File: src/rtl/mem_ctrl.sv
// mem_ctrl: sequences a single-port synchronous RAM (one-cycle registered read)
// for single-word and incrementing-burst load/store requests from the CPU.
module mem_ctrl #(
    parameter int unsigned ADDR_W = 9,
    parameter int unsigned DATA_W = 32,
    parameter int unsigned LEN_W  = 3
) (
    input  logic              clk,
    input  logic              clr,
    input  logic              start,
    input  logic              rw,
    input  logic [ADDR_W-1:0] addr_in,
    input  logic [LEN_W-1:0]  burst_len,
    input  logic [DATA_W-1:0] wdata,
    output logic              wnext,
    output logic              busy,
    output logic [DATA_W-1:0] rdata,
    output logic              rdata_valid,
    output logic              done,
    output logic              mem_read,
    output logic              mem_write,
    output logic [ADDR_W-1:0] mem_addr,
    output logic [DATA_W-1:0] mem_wdata,
    input  logic [DATA_W-1:0] mem_rdata
);

    typedef enum logic [1:0] {
        ST_IDLE     = 2'd0,
        ST_READ     = 2'd1,
        ST_RD_DRAIN = 2'd2,
        ST_WRITE    = 2'd3
    } state_t;

    state_t              r_state;
    logic [LEN_W-1:0]    r_rem;
    logic                r_mem_read;
    logic                r_mem_write;
    logic [ADDR_W-1:0]   r_mem_addr;
    logic [DATA_W-1:0]   r_mem_wdata;
    logic [DATA_W-1:0]   r_rdata;
    logic                r_rdata_valid;
    logic                r_done;
    // RAM sampled a read at the previous edge, so data_out now holds a requested word
    logic                r_ram_vld;

    state_t              w_state_nxt;
    logic [LEN_W-1:0]    w_rem_nxt;
    logic                w_mem_read_nxt;
    logic                w_mem_write_nxt;
    logic [ADDR_W-1:0]   w_mem_addr_nxt;
    logic [DATA_W-1:0]   w_mem_wdata_nxt;
    logic [DATA_W-1:0]   w_rdata_nxt;
    logic                w_rdata_valid_nxt;
    logic                w_done_nxt;
    logic                w_ram_vld_nxt;
    logic                w_rem_nz;

    assign w_rem_nz = (r_rem != LEN_W'(0));

    // Next-state and next-output logic for the access sequencer
    always_comb begin
        w_state_nxt       = r_state;
        w_rem_nxt         = r_rem;
        w_mem_read_nxt    = r_mem_read;
        w_mem_write_nxt   = r_mem_write;
        w_mem_addr_nxt    = r_mem_addr;
        w_mem_wdata_nxt   = r_mem_wdata;
        w_rdata_nxt       = r_rdata;
        w_rdata_valid_nxt = 1'b0;
        w_done_nxt        = 1'b0;
        w_ram_vld_nxt     = r_mem_read;

        case (r_state)
            ST_IDLE: begin
                if (start) begin
                    w_mem_addr_nxt = addr_in;
                    w_rem_nxt      = burst_len;
                    if (rw) begin
                        w_mem_write_nxt = 1'b1;
                        w_mem_wdata_nxt = wdata;
                        w_state_nxt     = ST_WRITE;
                    end else begin
                        w_mem_read_nxt = 1'b1;
                        w_state_nxt    = ST_READ;
                    end
                end
            end
            ST_READ: begin
                if (r_ram_vld) begin
                    w_rdata_nxt       = mem_rdata;
                    w_rdata_valid_nxt = 1'b1;
                end
                if (w_rem_nz) begin
                    w_mem_addr_nxt = r_mem_addr + ADDR_W'(1);
                    w_rem_nxt      = r_rem - LEN_W'(1);
                end else begin
                    w_mem_read_nxt = 1'b0;
                    w_state_nxt    = ST_RD_DRAIN;
                end
            end
            ST_RD_DRAIN: begin
                w_rdata_nxt       = mem_rdata;
                w_rdata_valid_nxt = 1'b1;
                w_done_nxt        = 1'b1;
                w_state_nxt       = ST_IDLE;
            end
            ST_WRITE: begin
                if (w_rem_nz) begin
                    w_mem_addr_nxt  = r_mem_addr + ADDR_W'(1);
                    w_mem_wdata_nxt = wdata;
                    w_rem_nxt       = r_rem - LEN_W'(1);
                end else begin
                    w_mem_write_nxt = 1'b0;
                    w_done_nxt      = 1'b1;
                    w_state_nxt     = ST_IDLE;
                end
            end
            default: begin
                w_state_nxt     = ST_IDLE;
                w_mem_read_nxt  = 1'b0;
                w_mem_write_nxt = 1'b0;
            end
        endcase
    end

    // State and registered outputs; reset aborts any burst immediately
    always_ff @(posedge clk or posedge clr) begin
        if (clr) begin
            r_state       <= ST_IDLE;
            r_rem         <= '0;
            r_mem_read    <= 1'b0;
            r_mem_write   <= 1'b0;
            r_mem_addr    <= '0;
            r_mem_wdata   <= '0;
            r_rdata       <= '0;
            r_rdata_valid <= 1'b0;
            r_done        <= 1'b0;
            r_ram_vld     <= 1'b0;
        end else begin
            r_state       <= w_state_nxt;
            r_rem         <= w_rem_nxt;
            r_mem_read    <= w_mem_read_nxt;
            r_mem_write   <= w_mem_write_nxt;
            r_mem_addr    <= w_mem_addr_nxt;
            r_mem_wdata   <= w_mem_wdata_nxt;
            r_rdata       <= w_rdata_nxt;
            r_rdata_valid <= w_rdata_valid_nxt;
            r_done        <= w_done_nxt;
            r_ram_vld     <= w_ram_vld_nxt;
        end
    end

    // Write burst asks for the next word while words remain
    assign wnext       = (r_state == ST_WRITE) && w_rem_nz;
    assign busy        = (r_state != ST_IDLE);
    assign rdata       = r_rdata;
    assign rdata_valid = r_rdata_valid;
    assign done        = r_done;
    assign mem_read    = r_mem_read;
    assign mem_write   = r_mem_write;
    assign mem_addr    = r_mem_addr;
    assign mem_wdata   = r_mem_wdata;

endmodule

File: config.mk
export PLATFORM = sky130hd
export DESIGN_NAME = mem_ctrl
export DESIGN_NICKNAME = d
export VERILOG_FILES = /design/src/rtl/mem_ctrl.sv
export SDC_FILE = /design/constraint.sdc
export NUM_CORES = 1
export LEC_CHECK = 0
export BUFFER_PORTS_ARGS = -buffer_cell sky130_fd_sc_hd__buf_2
export CORE_MARGIN = 5
export CORE_UTILIZATION = 40
export DETAILED_ROUTE_END_ITERATION = 6
export PLACE_DENSITY = 0.68
export SETUP_SLACK_MARGIN = 0.05
export SYNTH_ARGS = -nofsm -noshare
export SYNTH_HDL_FRONTEND = slang
export SYNTH_SLANG_ARGS = --single-unit
export TNS_END_PERCENT = 100
File: constraint.sdc
create_clock -name clk -period 3.5 [get_ports clk]
set_input_delay 0.7 -clock clk [delete_from_list [all_inputs] [get_ports clk]]
set_output_delay 0.7 -clock clk [all_outputs]
set_load 0.02 [all_outputs]
==> results.cfg <==
[run_status]
status = finished, final reports clean

[timing]
slew_violations = 0
hold_viol = 0
rsz0062_at_grt = false
skew_ps = 9.67
max-slew-margin-rel_pct = 30.6
setup_viol = 0
tightest_slew_ps = 1040
fin_ws_ps = 1210
finalCritPeriodShare_pct = 65.4
fmax_ghz = 0.437
min_period_ps = 2290
setup_tns_ps = 0

[floorplan]
fp-row-count = 34
die_x_um = 105
core_area_um2 = 8810
initial_core_util_pct = 41.3
io-pin-count = 159
dieArea_um2 = 11100
die_y_um = 105

[pwr]
seq_power_share_pct = 32.9
power_frac_clock_pct = 14.0
ir_worst_vdd_v = 0.000426
power_switching_mw = 2.18
pwr-share-comb_pct = 53.1
p_leak_nw = 2.27
power.internal_mw = 3.06
power.density_nw_per_um2 = 1120
switching_share_pct = 41.5

[yosys]
syn-num-nets = 360
synth_area_leaders = dfrtp_1 57%, mux2_2 19%, ha_1 3.4%
ys_warn_count = 0
yosysTopAreaCellShare_pct = 57.0
synthTopCellsByCount = 83 x dfrtp_1, 63 x mux2_2, 16 x a21oi_1
syn_inst = 270
synth_most_common_cell = dfrtp_1
synth-seq-cells = 83
yosysSeqAreaShare_pct = 57.0
synth_cell_types = 43
synthFlopType = dfrtp_1
synth_area_um2 = 3640
synth_top_area_cell = dfrtp_1
synthArstFlopShare_pct = 100
synth-edff-count = 0
syn_area_per_cell_um2 = 13.5

[worst_setup_path]
cp_max_fo = 32
critPathMaxStageDelay_ps = 450
crit_required_ps = 3720
worst_setup_path_start_kind = register
endpoint_kind = register
slowest_stage = dfrtp_1
path_class = reg -> reg
arrival_ps = 2500
path_cells = inv_1, ha_1, o221ai_2, a21oi_4, buf_4, mux2_2
timing.reg2reg.setup_slack_ps = 1210

[global_routing]
grt_usage_pct = 15.4
antenna_found_initial = 0
grt_pass1_wl_mm = 13.8
gr-total-overflow = 0
grt_max_degree = 84
grt_pass1_vias = 2807

[drt]
ant_nets = 0
dr.pass1.iters = 4
vias_per_cell = 4.94
wl_mm = 8.37
wl_per_cell_um = 15.4
first_iter_violations = 72
routed-via-count = 2680
drc = 0

[layout]
final_cell_count_no_fill = 542
multiInputGateArea_um2 = 1430
drive_gt1_share_pct = 57.4
final_util_pct = 53.3
areaGrowthSynthToFinish_pct = 28.9
seq_area_um2 = 2080
n_fill_cell = 784
antenna_cells = 0
final_nets = 520

[worst_hold_path]
hold_path.class = reg -> reg

[job]
max-cap-violations = 0

[clocking]
worstSkewPairLatency_ps = 340
cts_root_buffer = clkbuf_8
post_cts_buffers = 0
clock_path_buffers = 2
cts-resized-gates = 0
cts.clk_slew.worst_paths_ps = 80
cts_htree_levels = 3
hold_buffers = 0
cts_buffers = 9
cts_sinks = 83
cts_tree = built

[place]
dpl_worst_slack_ps = 1220
dp_hpwl_mm = 6.22
globalplace.congestion = 0.789
dp_cells = 527
portBuffers = 158
worst max-delay path: cells and delay by family, from the launching register on:
family / cells / cell delay [ps]
buffers and inverters: 2 / 590
DFF: 1 / 450
adders and majority gates: 1 / 410
muxes: 1 / 390
AOI/OAI and AO/OA: 2 / 310
power groups by stage:
stage          combinational (mW)  sequential (mW)  clock (mW)
2_1_floorplan                1.57             2.29           0
3_3_place_gp                 2.76             1.73           0
3_5_place_dp                 2.83             1.75           0
4_1_cts                      2.84             1.73       0.761
5_1_grt                      3.03             1.80       0.799
6_report                     2.78             1.72       0.736
metal layers:
metal	up-vias	GRT usage (%)	part of all wire, %
li1	1281	-	-
met1	1297	18.5	41
met2	87	25.8	50
met3	15	4.89	6.3
met4	0	6.00	2.3
met5	-	0	0
cell usage in the layout, fill, tap and decap left out, types with 2 or more instances in the layout:
| master | n |
|---|---|
| a21oi_1 | 16 |
| a22oi_1 | 2 |
| a31o_2 | 2 |
| a31oi_1 | 3 |
| buf_2 | 158 |
| buf_4 | 3 |
| bufinv_16 | 2 |
| clkbuf_8 | 9 |
| clkinv_2 | 3 |
| dfrtp_1 | 83 |
| ha_1 | 10 |
| inv_1 | 8 |
| mux2_2 | 63 |
| mux2i_1 | 2 |
| nand2_1 | 12 |
| nand3_1 | 3 |
| nand4_1 | 2 |
| nor2_1 | 9 |
| nor2b_1 | 3 |
| o21ai_0 | 10 |
| o22ai_1 | 5 |
final cells by class:
class / instances / share of cell area [%]
clock inverter: 5 / 1.68
clock buffer: 10 / 2.72
tap: 108 / 2.88
multi-input combinational: 166 / 30.4
timing repair buffer: 161 / 17.3
inverter: 9 / 0.746
sequential: 83 / 44.2
metrics by stage:
| step | instance area (um^2) | hold slack (ps) | total power [mW] |
|---|---|---|---|
| final | 4690 | 458 | 5.24 |
| after global routing | 4690 | 464 | 5.63 |
| after CTS | 4690 | 457 | 5.33 |
| after detailed placement | 4490 | 439 | 4.58 |
| after global placement | 4490 | 440 | 4.49 |
| after floorplan | 3640 | 494 | 3.86 |
path summary, 6_finish.rpt:
kind                                 end  startpoint  depth (start not counted)
setup / recovery           mem_wdata[27]  r_state[0]                          6
hold / removal                 r_ram_vld    mem_read                          0
setup reg to reg           mem_wdata[27]  r_state[0]                          6
hold reg to reg                r_ram_vld    mem_read                          0
max in group asynchronous     r_state[0]         clr                          3
min in group asynchronous   mem_wdata[2]         clr                          3
logic make-up (layout without fill, tap and decap cells):
| family | Yosys count | after routing | share of synthesized area (%) |
|---|---|---|---|
| simple gates | 38 | 38 | 5.40 |
| flops | 83 | 83 | 57.0 |
| fa+ha+maj | 10 | 10 | 3.44 |
| mux | 67 | 67 | 20.7 |
| compound gates | 51 | 51 | 9.42 |
| buf+inv | 21 | 185 | 3.99 |
registers in the layout, summed over array words and instances (netlist names):
| signal | cells |
|---|---|
| mem_wdata | 32 |
| rdata | 32 |
| mem_addr | 9 |
| r_rem | 3 |
| r_state | 2 |
| done | 1 |
| mem_read | 1 |
| mem_write | 1 |
| r_ram_vld | 1 |
| rdata_valid | 1 |
Power figures use the tool's default switching activity.
